### config.mk
export PLATFORM = sky130hd
export DESIGN_NAME = hf_ssp_tx
export DESIGN_NICKNAME = d
export VERILOG_FILES = /design/src/rtl/hf_ssp_pkg.sv /design/src/rtl/hf_ssp_fifo.sv /design/src/rtl/hf_ssp_tx.sv
export SDC_FILE = /design/constraint.sdc
export NUM_CORES = 1
export LEC_CHECK = 0
export ABC_AREA = 0
export BUFFER_PORTS_ARGS = -buffer_cell sky130_fd_sc_hd__buf_2
export CORE_MARGIN = 1
export CORE_UTILIZATION = 52
export CTS_BUF_LIST = sky130_fd_sc_hd__clkbuf_8
export DETAILED_ROUTE_END_ITERATION = 8
export GPL_ROUTABILITY_DRIVEN = 0
export PLACE_DENSITY = 0.7
export SLEW_MARGIN = 5
export SYNTH_ARGS = -nofsm -noshare
export SYNTH_HDL_FRONTEND = slang
export SYNTH_SLANG_ARGS = --single-unit
export TNS_END_PERCENT = 5
### constraint.sdc
create_clock -name ck_1356meg -period 2.8 [get_ports ck_1356meg]
set_input_delay 0.56 -clock ck_1356meg [delete_from_list [all_inputs] [get_ports ck_1356meg]]
set_output_delay 0.56 -clock ck_1356meg [all_outputs]
set_load 0.03 [all_outputs]
### src/rtl/hf_ssp_pkg.sv
// Shared types and defaults for the HF SSP transmit path (FPGA -> ARM).
package hf_ssp_pkg;

    localparam int SSP_WIDTH      = 8;
    localparam int SSP_FIFO_DEPTH = 4;
    localparam int SSP_CLK_DIV    = 4;

    typedef enum logic {
        SSP_IDLE  = 1'b0,
        SSP_SHIFT = 1'b1
    } ssp_state_t;

    // Counter width able to hold values 0..n-1 (never narrower than 1 bit).
    function automatic int ssp_cnt_w(input int n);
        return (n > 1) ? $clog2(n) : 1;
    endfunction

    localparam int SSP_BITCNT_W = ssp_cnt_w(SSP_WIDTH + 1);

endpackage

### src/rtl/hf_ssp_fifo.sv
// Synchronous word FIFO with count-based full/empty; rejects pushes when full.
module hf_ssp_fifo
    import hf_ssp_pkg::*;
#(
    parameter int WIDTH = SSP_WIDTH,
    parameter int DEPTH = SSP_FIFO_DEPTH
) (
    input  logic             clk,
    input  logic             reset,
    input  logic             push,
    input  logic [WIDTH-1:0] wdata,
    input  logic             pop,
    output logic [WIDTH-1:0] rdata,
    output logic             full,
    output logic             empty
);

    localparam int AW = ssp_cnt_w(DEPTH);

    logic [WIDTH-1:0] mem [DEPTH];
    logic [AW-1:0]    wptr;
    logic [AW-1:0]    rptr;
    logic [AW:0]      count;
    logic             do_push;
    logic             do_pop;

    assign full    = (count == (AW+1)'(DEPTH));
    assign empty   = (count == '0);
    assign do_push = push & ~full;
    assign do_pop  = pop & ~empty;
    assign rdata   = mem[rptr];

    always_ff @(posedge clk) begin
        if (do_push) mem[wptr] <= wdata;
    end

    // Pointers wrap naturally since DEPTH is a power of two.
    always_ff @(posedge clk or posedge reset) begin
        if (reset) begin
            wptr  <= '0;
            rptr  <= '0;
            count <= '0;
        end else begin
            if (do_push) wptr <= wptr + AW'(1);
            if (do_pop)  rptr <= rptr + AW'(1);
            unique case ({do_push, do_pop})
                2'b10:   count <= count + (AW+1)'(1);
                2'b01:   count <= count - (AW+1)'(1);
                default: count <= count;
            endcase
        end
    end

endmodule

### src/rtl/hf_ssp_tx.sv
// HF sample words -> SSP serializer (ssp_clk/ssp_frame/ssp_din), MSB first.
// Define HF_SSP_TX_PARITY_EN to append an odd-parity bit cell after each word.
module hf_ssp_tx
    import hf_ssp_pkg::*;
#(
    parameter int WIDTH      = SSP_WIDTH,
    parameter int FIFO_DEPTH = SSP_FIFO_DEPTH,
    parameter int CLK_DIV    = SSP_CLK_DIV
) (
    input  logic             ck_1356meg,
    input  logic             reset,
    input  logic             tx_en,
    input  logic [WIDTH-1:0] data_in,
    input  logic             data_valid,
    output logic             data_ready,
    output logic             overflow,
    output logic             ssp_clk,
    output logic             ssp_frame,
    output logic             ssp_din
);

`ifdef HF_SSP_TX_PARITY_EN
    localparam int FRAME = WIDTH + 1;
`else
    localparam int FRAME = WIDTH;
`endif
    localparam int CW = ssp_cnt_w(FRAME);
    localparam int DW = ssp_cnt_w(CLK_DIV);

    ssp_state_t       state;
    ssp_state_t       state_nx;
    logic [DW-1:0]    div;
    logic [CW-1:0]    bitcnt;
    logic [FRAME-1:0] shreg;
    logic [FRAME-1:0] load_word;
    logic [WIDTH-1:0] fifo_rdata;
    logic             full;
    logic             empty;
    logic             run;
    logic             wrap;
    logic             fall;
    logic             load;
    logic             shift;
    logic             finish;

    hf_ssp_fifo #(
        .WIDTH (WIDTH),
        .DEPTH (FIFO_DEPTH)
    ) u_fifo (
        .clk   (ck_1356meg),
        .reset (reset),
        .push  (data_valid),
        .wdata (data_in),
        .pop   (load),
        .rdata (fifo_rdata),
        .full  (full),
        .empty (empty)
    );

    assign data_ready = ~full;

`ifdef HF_SSP_TX_PARITY_EN
    assign load_word = {fifo_rdata, ~^fifo_rdata};
`else
    assign load_word = fifo_rdata;
`endif

    always_ff @(posedge ck_1356meg or posedge reset) begin
        if (reset)                  overflow <= 1'b0;
        else if (data_valid & full) overflow <= 1'b1;
    end

    // Clock keeps running while a word is in flight so it always completes.
    assign run  = tx_en | (state == SSP_SHIFT);
    assign wrap = (div == DW'(CLK_DIV - 1));
    assign fall = run & wrap & ssp_clk;

    always_ff @(posedge ck_1356meg or posedge reset) begin
        if (reset) begin
            div     <= '0;
            ssp_clk <= 1'b0;
        end else if (!run) begin
            div     <= '0;
            ssp_clk <= 1'b0;
        end else if (wrap) begin
            div     <= '0;
            ssp_clk <= ~ssp_clk;
        end else begin
            div     <= div + DW'(1);
        end
    end

    always_ff @(posedge ck_1356meg or posedge reset) begin
        if (reset) state <= SSP_IDLE;
        else        state <= state_nx;
    end

    always_comb begin
        state_nx = state;
        load     = 1'b0;
        shift    = 1'b0;
        finish   = 1'b0;
        unique case (state)
            SSP_IDLE: begin
                if (fall && tx_en && !empty) begin
                    load     = 1'b1;
                    state_nx = SSP_SHIFT;
                end
            end
            SSP_SHIFT: begin
                if (fall) begin
                    if (bitcnt != '0) begin
                        shift = 1'b1;
                    end else if (tx_en && !empty) begin
                        load = 1'b1;
                    end else begin
                        finish   = 1'b1;
                        state_nx = SSP_IDLE;
                    end
                end
            end
            default: state_nx = SSP_IDLE;
        endcase
    end

    // shreg top bit is the cell currently on ssp_din.
    always_ff @(posedge ck_1356meg or posedge reset) begin
        if (reset) begin
            shreg     <= '0;
            bitcnt    <= '0;
            ssp_frame <= 1'b0;
            ssp_din   <= 1'b0;
        end else if (load) begin
            shreg     <= load_word;
            bitcnt    <= CW'(FRAME - 1);
            ssp_frame <= 1'b1;
            ssp_din   <= load_word[FRAME-1];
        end else if (shift) begin
            shreg     <= shreg << 1;
            bitcnt    <= bitcnt - CW'(1);
            ssp_frame <= 1'b0;
            ssp_din   <= shreg[FRAME-2];
        end else if (finish) begin
            ssp_frame <= 1'b0;
            ssp_din   <= 1'b0;
        end
    end

endmodule

==> run summary, run 1 <==
Initial Utilization = 53.99%
fmax = 417.0 MHz
Final min period = 2.398 ns
Die Area = 4794 um2
Final Max Tran Viols = 0
Worst-Margin Slew = 0.8745 ns
count of final hold-check violations = 0
synth unique cells = 34
post-route antenna net violation count = 0
clock sinks = 56
Setup CP Type = flop to flop
Crit. End Element = flop
post-synthesis adder-cell area fraction = 5.109%
die width = 69.24 um
I/O pin count = 17
routed vias = 1,287
CTS tree = done
die height = 69.24 um
sequential cell area fraction in the yosys report = 66.42%
WP data arrival = 2.63 ns
Final setup viols = 0
Post-CTS Resized = 0
Critical Path Start Type = flop
fillers = 323
placed cell area = 2479 um2
mux contribution to synthesized area = 8.941%
number of global-route vias before repair = 1,400
root buf cell = clkbuf_8
Synth Net Count = 178
FP Rows = 24
Post-Synthesis Cells = 157
crit-path max cell delay = 0.40 ns
Routed WL = 3.727 mm
Leak = 1.061 nW
compound-gate portion of the synthesized area = 5.162%
layout cells sized above 1 = 17.98%
leading area contributor after synthesis = edfxtp_1
initial antenna violation count = 0
DRC viols = 0
design area = 2570 um2
fin crit share = 85.64%
mean post-synth cell area = 14.97 um2
met1 Use GR = 21.64%
setup TNS = 0 ns
Via density = 5.596
yosys synthesis warning count = 0
CP max FO = 8
GR peak layer = met2
clock network latency to the later pin of the worst-skew pair = 0.31 ns
hold_buf cts = 0
slowest CP cell = dfrtp_1
Multi-input gate area = 723.2 um2
RSZ-0062 raised after global routing = false
Yosys top cell area share = 40.87%
status = complete, no violations
Initial DRT Pass Iterations = 4
Setup Fix Bufs, Post-CTS = 0
port buffer count = 16
global-route met3 utilization = 4.942%
clock skew = 0.007827 ns
Synth Area in Simple Gates = 8.568%
met2 Use GR = 30.20%
Max IR drop VDD = 0.4715 mV
Post-Syn Area = 2351 um2
largest cells by area after synthesis = edfxtp_1 (41%), dfrtp_1 (26%), mux4_1 (5.6%)
main combinational cell family by area after synthesis = multiplexers
area delta synth->final = 9.313%
Detail Placement HPWL = 2.644 mm
total CTS buffers = 5
Slew headroom = 41.64%
PD cells = 988.7 nW/um2
worst path required time = 3.03 ns
first-pass GRT wire length = 6.444 mm
CP Cell Sequence = inv_1, ha_1, nand2b_1, a211o_1, inv_2, ha_1, inv_1, fa_1, xor2_1, nor2_1, xor2_1
max_cap viols = 0
largest net degree at the start of global routing = 25
H-Tree Depth = 2
WL per Instance = 16.20 um
grt total ovfl = 0
Clock Pin Slew Worst Setup and Hold Paths = 0.10 ns
XOR/XNOR Fraction of Synth Area = 2.980%
initial DRC count = 73
nets = 198
Hold WC Path Type = input port to async pin
FF+latch count, synth = 56
Core Box Area = 4354 um2
Total GRT Usage = 17.94%
diode count = 0
Clock Tree Buf Depth = 2
FF+latch area = 1562 um2
==> path summary, 6_finish.rpt <==
kind | to | slack, ns | startpoint | cells past startpoint
worst max-delay path | u_fifo.count[2] | 0.40 | bitcnt[0] | 11
worst min-delay path | div[1] | 0.42 | reset | 2
worst max register to register | u_fifo.count[2] | 0.40 | bitcnt[0] | 11
worst min register to register | div[0] | 0.45 | div[0] | 1
max in group asynchronous | shreg[2] | 1.84 | reset | 2
min in group ck_1356meg | div[0] | 0.45 | div[0] | 1
==> placed cells by master (no fill, tap or decap), types with 4 or more instances in the layout <==
cell type,count
clkbuf_8,5
nand3_1,5
buf_2,16
dfrtp_1,24
ha_1,8
and3_1,4
edfxtp_1,32
nor2_1,8
mux4_1,5
nand2_1,16
inv_1,10
xnor2_1,6
==> cell usage after synthesis <==
| library cell | number |
|---|---|
| a211o_1 | 1 |
| a21o_1 | 3 |
| a22o_1 | 3 |
| a31o_2 | 1 |
| a31oi_1 | 3 |
| a32oi_1 | 1 |
| and2_1 | 1 |
| and3_1 | 4 |
| buf_2 | 2 |
| buf_6 | 1 |
| clkbuf_1 | 1 |
| dfrtp_1 | 24 |
| edfxtp_1 | 32 |
| fa_1 | 1 |
| ha_1 | 8 |
| inv_1 | 10 |
| inv_2 | 1 |
| mux2_2 | 1 |
| mux4_1 | 5 |
| mux4_2 | 3 |
| nand2_1 | 16 |
| nand2b_1 | 1 |
| nand3_1 | 5 |
| nand4_1 | 1 |
| nor2_1 | 8 |
| nor2b_1 | 2 |
| nor3_1 | 3 |
| o211ai_1 | 1 |
| o21ai_0 | 3 |
| o21ai_1 | 1 |
| or2_2 | 1 |
| or3b_1 | 1 |
| xnor2_1 | 6 |
| xor2_1 | 2 |
==> cell type report <==
cell class | instances | area share, %
timing repair buffer | 17 | 3.408
tap | 52 | 2.532
clock inverter | 3 | 0.8763
inverter | 11 | 1.607
multi-input combinational | 86 | 28.14
clock buffer | 5 | 2.678
sequential | 56 | 60.76
==> logic make-up after synthesis <==
group                      count (synthesis)
muxes                                      9
DFF                                       56
adders and majority gates                  9
xor gates and xnor gates                   8
buffers and inverters                     15
AOI/OAI and AO/OA                         17
and+or+nand+nor                           43
==> registers in the layout, indices dropped and copies added, names as in the netlist <==
signal        flops
div               2
state             1
u_fifo.count      3
overflow          1
ssp_frame         1
shreg             7
ssp_din           1
u_fifo.wptr       2
u_fifo.mem       32
u_fifo.rptr       2
bitcnt            3
ssp_clk           1
==> critical path, delay by kind of cell (launching register included) <==
kind / cells / cell delay (ns)
xor+xnor: 2 / 0.33
simple gates: 2 / 0.23
flops: 1 / 0.40
buf+inv: 3 / 0.28
compound gates: 1 / 0.35
fa+ha+maj: 3 / 0.73
==> stage by stage <==
step / total power, mW / instances / util [%] / setup WS (ns) / hold WS (ns)
3_3_place_gp: 2.072 / 222 / 56.93 / 0.5659 / 0.4302
3_5_place_dp: 2.135 / 222 / 56.93 / 0.4411 / 0.4401
4_1_cts: 2.574 / 230 / 59.02 / 0.3950 / 0.4496
2_1_floorplan: 1.925 / 157 / - / 0.6246 / 0.4192
5_1_grt: 2.727 / 230 / 59.02 / 0.2296 / 0.4494
6_report: 2.541 / 230 / 59.02 / 0.4021 / 0.4201
==> layer usage <==
metal / vias to the layer above / routed length [um]
li1: 610 / -
met1: 644 / 1616
met2: 26 / 1900
met3: 7 / 133
met4: 0 / 77
met5: - / 0
==> power by group <==
group | total (mW) | internal (mW) | switching (mW)
Combinational | 0.779 | 0.358 | 0.421
Sequential | 1.32 | 1.14 | 0.185
Clock | 0.438 | 0.179 | 0.260
No activity file was read; power rests on OpenSTA's default activity.
==> inputs of run 2 (changes only) <==
PLACE_DENSITY = 0.75   (was 0.7)
==> run 2 against run 1 <==
- global-route usage fell by 0.98 points
- hold slack improved by 0.023 ns
- via count rose by 0.93%
- critical path depth did not move
- setup slack improved by 0.045 ns
- cell count did not move
- sequential cell count did not move
- sequential power barely moved
- die area did not move
- clock skew rose by 0.0016 ns
==> run summary, run 2 (synthesis results as in run 1) <==
initial DRC count = 55 (was 73)
fmax = 425.0 MHz (was 417.0 MHz)
clock skew = 0.009417 ns (was 0.007827 ns)
largest reg by FF count = u_fifo.mem (unchanged)
WP data arrival = 2.58 ns (was 2.63 ns)
area delta synth->final = 10.16% (was 9.313%)
Max IR drop VDD = 0.4825 mV (was 0.4715 mV)
port buffer count = 16 (unchanged)
Final setup viols = 0 (unchanged)
Clock Pin Slew Worst Setup and Hold Paths = 0.10 ns (about the same)
die height = 69.24 um (unchanged)
die width = 69.24 um (unchanged)
diode count = 0 (unchanged)
Core Box Area = 4354 um2 (unchanged)
CP max FO = 8 (unchanged)
biggest registers after layout = u_fifo.mem (32), shreg (7) (unchanged)
routed vias = 1,299 (was 1,287)
Via density = 5.648 (was 5.596)
dpl ws = 0.4748 ns (was 0.4411 ns)
Worst-Margin Slew = 0.9063 ns (was 0.8745 ns)
Post-CTS Resized = 0 (unchanged)
RSZ-0062 raised after global routing = false (unchanged)
clock network latency to the later pin of the worst-skew pair = 0.30 ns (was 0.31 ns)
layout cells sized above 1 = 17.98% (unchanged)
Initial DRT Pass Iterations = 4 (unchanged)
Setup Fix Bufs, Post-CTS = 0 (unchanged)
DRC viols = 0 (unchanged)
Clk pwr share = 19.5% (was 17.3%)
most common cell after layout, fill and taps aside = edfxtp_1 (unchanged)
initial antenna violation count = 0 (unchanged)
post-route antenna net violation count = 0 (unchanged)
crit-path max cell delay = 0.40 ns (about the same)
Largest register FFs = 32 (unchanged)
PD cells = 1006 nW/um2 (was 988.7 nW/um2)
I/O pin count = 17 (unchanged)
P_int = 1.761 mW (was 1.676 mW)
Detail Placement HPWL = 2.519 mm (was 2.644 mm)
combinational power share = 29.6% (was 30.7%)
Clock Tree Buf Depth = 2 (unchanged)
total CTS buffers = 5 (unchanged)
number of global-route vias before repair = 1,336 (was 1,400)
count of final hold-check violations = 0 (unchanged)
Routed WL = 3.595 mm (was 3.727 mm)
Setup CP Type = flop to flop (unchanged)
Initial Utilization = 53.99% (unchanged)
Crit. End Element = flop (unchanged)
nets = 198 (unchanged)
Final min period = 2.353 ns (was 2.398 ns)
P_sw = 0.8445 mW (was 0.8653 mW)
Leak = 1.071 nW (was 1.061 nW)
Critical Path Start Type = flop (unchanged)
Sequential Power Share = 50.9% (was 52.1%)
H-Tree Depth = 2 (unchanged)
worst path required time = 3.02 ns (was 3.03 ns)
root buf cell = clkbuf_8 (unchanged)
Total GRT Usage = 16.96% (was 17.94%)
Sw Share = 32.41% (was 34.06%)
Final Power = 2.606 mW (was 2.541 mW)
status = complete, no violations (unchanged)
Placed Instances = 222 (unchanged)
CP Cell Sequence = inv_1, ha_1, nand2b_1, a211o_1, inv_2, ha_1, inv_1, fa_1, xor2_1, nor2_1, xor2_1 (unchanged)
Final WS setup = 0.4470 ns (was 0.4021 ns)
grt total ovfl = 0 (unchanged)
hold_buf cts = 0 (unchanged)
WL per Instance = 15.63 um (was 16.20 um)
Die Area = 4794 um2 (unchanged)
first-pass GRT wire length = 6.182 mm (was 6.444 mm)
Slew headroom = 39.52% (was 41.64%)
largest net degree at the start of global routing = 25 (unchanged)
non-filler cells, final = 230 (unchanged)
CTS tree = done (unchanged)
Hold WC Path Type = input port to async pin (unchanged)
clock sinks = 56 (unchanged)
fin crit share = 84.04% (was 85.64%)
max_cap viols = 0 (unchanged)
setup TNS = 0 ns (unchanged)
most frequent cells in the layout = edfxtp_1 (32), dfrtp_1 (24), nand2_1 (16), buf_2 (16), inv_1 (10) (unchanged)
Post-Route Utilization = 59.48% (was 59.02%)
FP Rows = 24 (unchanged)
Final Max Tran Viols = 0 (unchanged)
slowest CP cell = dfrtp_1 (unchanged)
==> run 2: layer usage <==
| metal | global-route usage, % | routed length (um) |
|---|---|---|
| met1 | 21.58 | 1635 |
| met2 | 27.40 | 1754 |
| met3 | 3.198 | 86 |
| met4 | 9.751 | 119 |
| met5 | 0 | 0 |
==> run 2: power groups by stage <==
stage          sequential, mW  combinational (mW)  clock, mW
2_1_floorplan            1.30               0.627          0
3_3_place_gp             1.32               0.740          0
3_5_place_dp             1.35               0.780          0
4_1_cts                  1.33               0.785      0.521
5_1_grt                  1.36               0.879      0.547
6_report                 1.33               0.772      0.508
==> run 2: worst max-delay path: cells and delay by family, from the launching register on <==
family                   cells  cell delay (ns)
flip-flops                   1             0.40
buffers and inverters        3             0.27
AO/OA/AOI/OAI                1             0.33
AND/OR/NAND/NOR              2             0.23
adder cells (fa/ha/maj)      3             0.73
XOR/XNOR                     2             0.31
==> run 2: final cells by class <==
class,instances,area (um2)
inverters,11,41.29
fillers,328,1764
well taps,52,65.06
repair buffers,17,87.58
clock inverters,3,42.54
multi-input cells,86,723.2
clock buffers,5,68.82
flip-flops and latches,56,1562
==> run 2: through the flow <==
| stage | area (um2) | hold WS (ns) |
|---|---|---|
| 3_5_place_dp | 2479 | 0.4493 |
| 5_1_grt | 2590 | 0.4597 |
| 3_3_place_gp | 2479 | 0.4307 |
| 6_report | 2590 | 0.4431 |
| 2_1_floorplan | 2351 | 0.4192 |
| 4_1_cts | 2590 | 0.4616 |
==> run 2: path summary, 6_finish.rpt <==
check / startpoint / end / slack (ns) / depth (start not counted)
setup / recovery: bitcnt[0] / u_fifo.count[2] / 0.45 / 11
hold / removal: reset / ssp_frame / 0.44 / 2
setup reg to reg: bitcnt[0] / u_fifo.count[2] / 0.45 / 11
hold reg to reg: div[0] / div[0] / 0.46 / 1
max in group asynchronous: reset / u_fifo.wptr[1] / 1.80 / 2
min in group ck_1356meg: div[0] / div[0] / 0.46 / 1
==> inputs of run 3 (changes only) <==
PLACE_DENSITY = 0.78   (was 0.75)
clock period = 2 ns   (was 2.8 ns; I/O delays follow)
==> run 3 against run 2 <==
- the flow now finishes with violations (negative setup slack)
- wire length grew 14%
- hold slack lost 0.33 ns
- via count grew 6.0%
- non-clock buffer count grew 17
- clock skew grew 0.0042 ns
- cell area grew 7.0%
- total power grew 53%
- combinational power grew 84%
- setup slack lost 0.56 ns
- register-to-register slack lost 0.56 ns
- critical endpoint unchanged
- largest cell class unchanged
- highest routed layer unchanged
==> run summary, run 3 (synthesis results as in run 1) <==
layout cells sized above 1 = 30.77% (was 17.98%)
total CTS buffers = 5 (unchanged)
first-pass GRT wire length = 6.879 mm (was 6.182 mm)
Clock Tree Buf Depth = 2 (unchanged)
RSZ-0062 raised after global routing = true (was false)
Hold WC Path Type = input port to async pin (unchanged)
biggest registers after layout = u_fifo.mem (32), shreg (7) (unchanged)
Initial Utilization = 53.99% (unchanged)
initial antenna violation count = 0 (unchanged)
WL per Instance = 16.57 um (was 15.63 um)
root buf cell = clkbuf_8 (unchanged)
Max IR drop VDD = 0.7233 mV (was 0.4825 mV)
clock sinks = 56 (unchanged)
die height = 69.24 um (unchanged)
number of global-route vias before repair = 1,428 (was 1,336)
Die Area = 4794 um2 (unchanged)
most frequent cells in the layout = edfxtp_1 (32), dfrtp_1 (23), buf_4 (18) (was edfxtp_1 (32), dfrtp_1 (24), nand2_1 (16), buf_2 (16), inv_1 (10))
Final min period = 2.114 ns (was 2.353 ns)
Detail Placement HPWL = 2.867 mm (was 2.519 mm)
Crit. End Element = flop (unchanged)
largest reg by FF count = u_fifo.mem (unchanged)
Slew headroom = 70.32% (was 39.52%)
H-Tree Depth = 2 (unchanged)
count of final hold-check violations = 0 (unchanged)
Setup CP Type = flop to flop (unchanged)
fmax = 473.1 MHz (was 425.0 MHz)
initial DRC count = 56 (was 55)
failing checks = negative setup slack
routed vias = 1,377 (was 1,299)
DRC viols = 0 (unchanged)
WP data arrival = 2.35 ns (was 2.58 ns)
worst path required time = 2.23 ns (was 3.02 ns)
largest net degree at the start of global routing = 25 (unchanged)
Initial DRT Pass Iterations = 4 (unchanged)
Final Max Tran Viols = 0 (unchanged)
Routed WL = 4.093 mm (was 3.595 mm)
I/O pin count = 17 (unchanged)
fillers = 317 (was 328)
fin crit share = 105.7% (was 84.04%)
die width = 69.24 um (unchanged)
Leak = 1.158 nW (was 1.071 nW)
Largest register FFs = 32 (unchanged)
area delta synth->final = 17.88% (was 10.16%)
Critical Path Start Type = flop (unchanged)
PD cells = 1441 nW/um2 (was 1006 nW/um2)
grt total ovfl = 0 (unchanged)
Final setup viols = 4 (was 0)
max_cap viols = 0 (unchanged)
FP Rows = 24 (unchanged)
post-route antenna net violation count = 0 (unchanged)
clock skew = 0.01362 ns (was 0.009417 ns)
Worst-Margin Slew = 0.4452 ns (was 0.9063 ns)
most common cell after layout, fill and taps aside = edfxtp_1 (unchanged)
CP max FO = 2 (was 8)
Core Box Area = 4354 um2 (unchanged)
diode count = 0 (unchanged)
CTS tree = done (unchanged)
Clock Pin Slew Worst Setup and Hold Paths = 0.10 ns (about the same)
Hold Slack = 0.1161 ns (was 0.4431 ns)
Final WS setup = -0.1139 ns (was 0.4470 ns)
hold_buf cts = 0 (unchanged)
port buffer count = 16 (unchanged)
Via density = 5.575 (was 5.648)
Final Power = 3.993 mW (was 2.606 mW)
Total GRT Usage = 19.35% (was 16.96%)
status = finished with violations (was complete, no violations)
clock network latency to the later pin of the worst-skew pair = 0.31 ns (was 0.30 ns)
nets = 215 (was 198)
run 3: worst max-delay path: stages (launching register included):
cell,delay (ns)
dfrtp_1,0.40
inv_2,0.08
ha_4,0.14
nand2b_4,0.05
a211o_1,0.28
inv_2,0.08
ha_4,0.13
inv_2,0.04
fa_2,0.35
xor2_1,0.16
nor2_1,0.14
xor2_1,0.18
run 3: cell type report:
cell class,instances,area (um2),share of cell area (%)
clock buffers,5,68.82,2.483
clock inverters,3,47.55,1.716
inverters,11,41.29,1.490
multi-input cells,86,770.7,27.81
flip-flops and latches,56,1563,56.39
well taps,52,65.06,2.348
repair buffers,34,215.2,7.765
run 3: layer usage:
layer  vias to the layer above  routed length [um]  global-route usage [%]
met5                         -                   0                       0
met4                         0                  98                   8.617
met3                         8                 120                   4.651
met2                        29                2156                   33.87
met1                       697                1717                   22.55
li1                        643                   -                       -
run 3: stage by stage:
| step | setup TNS, ns | setup slack, ns | cells | utilization (%) | instance area (um2) |
|---|---|---|---|---|---|
| 2_1_floorplan | -0.06637 | -0.06637 | 157 | - | 2370 |
| 3_3_place_gp | -0.01287 | -0.01287 | 231 | 58.91 | 2565 |
| 3_5_place_dp | -0.1632 | -0.1632 | 231 | 58.91 | 2565 |
| 4_1_cts | -0.3078 | -0.1411 | 246 | 62.90 | 2739 |
| 5_1_grt | -0.4686 | -0.2289 | 247 | 63.65 | 2771 |
| 6_report | -0.2194 | -0.1139 | 247 | 63.65 | 2771 |
run 3: where the power goes:
group / total (mW) / internal (mW) / switching, mW
Clock: 0.741 / 0.377 / 0.364
Combinational: 1.42 / 0.706 / 0.719
Sequential: 1.83 / 1.60 / 0.230
run 3: worst paths after layout:
kind | cells after the start | to | startpoint | slack [ns]
max in group asynchronous | 3 | ssp_clk | reset | 1.64
setup reg to reg | 11 | u_fifo.count[2] | bitcnt[1] | -0.11
setup / recovery | 11 | u_fifo.count[2] | bitcnt[1] | -0.11
min in group ck_1356meg | 1 | u_fifo.mem[3][4] | data_in[4] | 0.30
hold reg to reg | 1 | div[0] | div[0] | 0.44
hold / removal | 3 | ssp_frame | reset | 0.12
run 3: timing repair:
action                     CTS  global route
pin swaps                    2            10
gates cloned                 0             0
setup endpoints to repair    2             6
buffers inserted             7             1
resized for setup            2             7
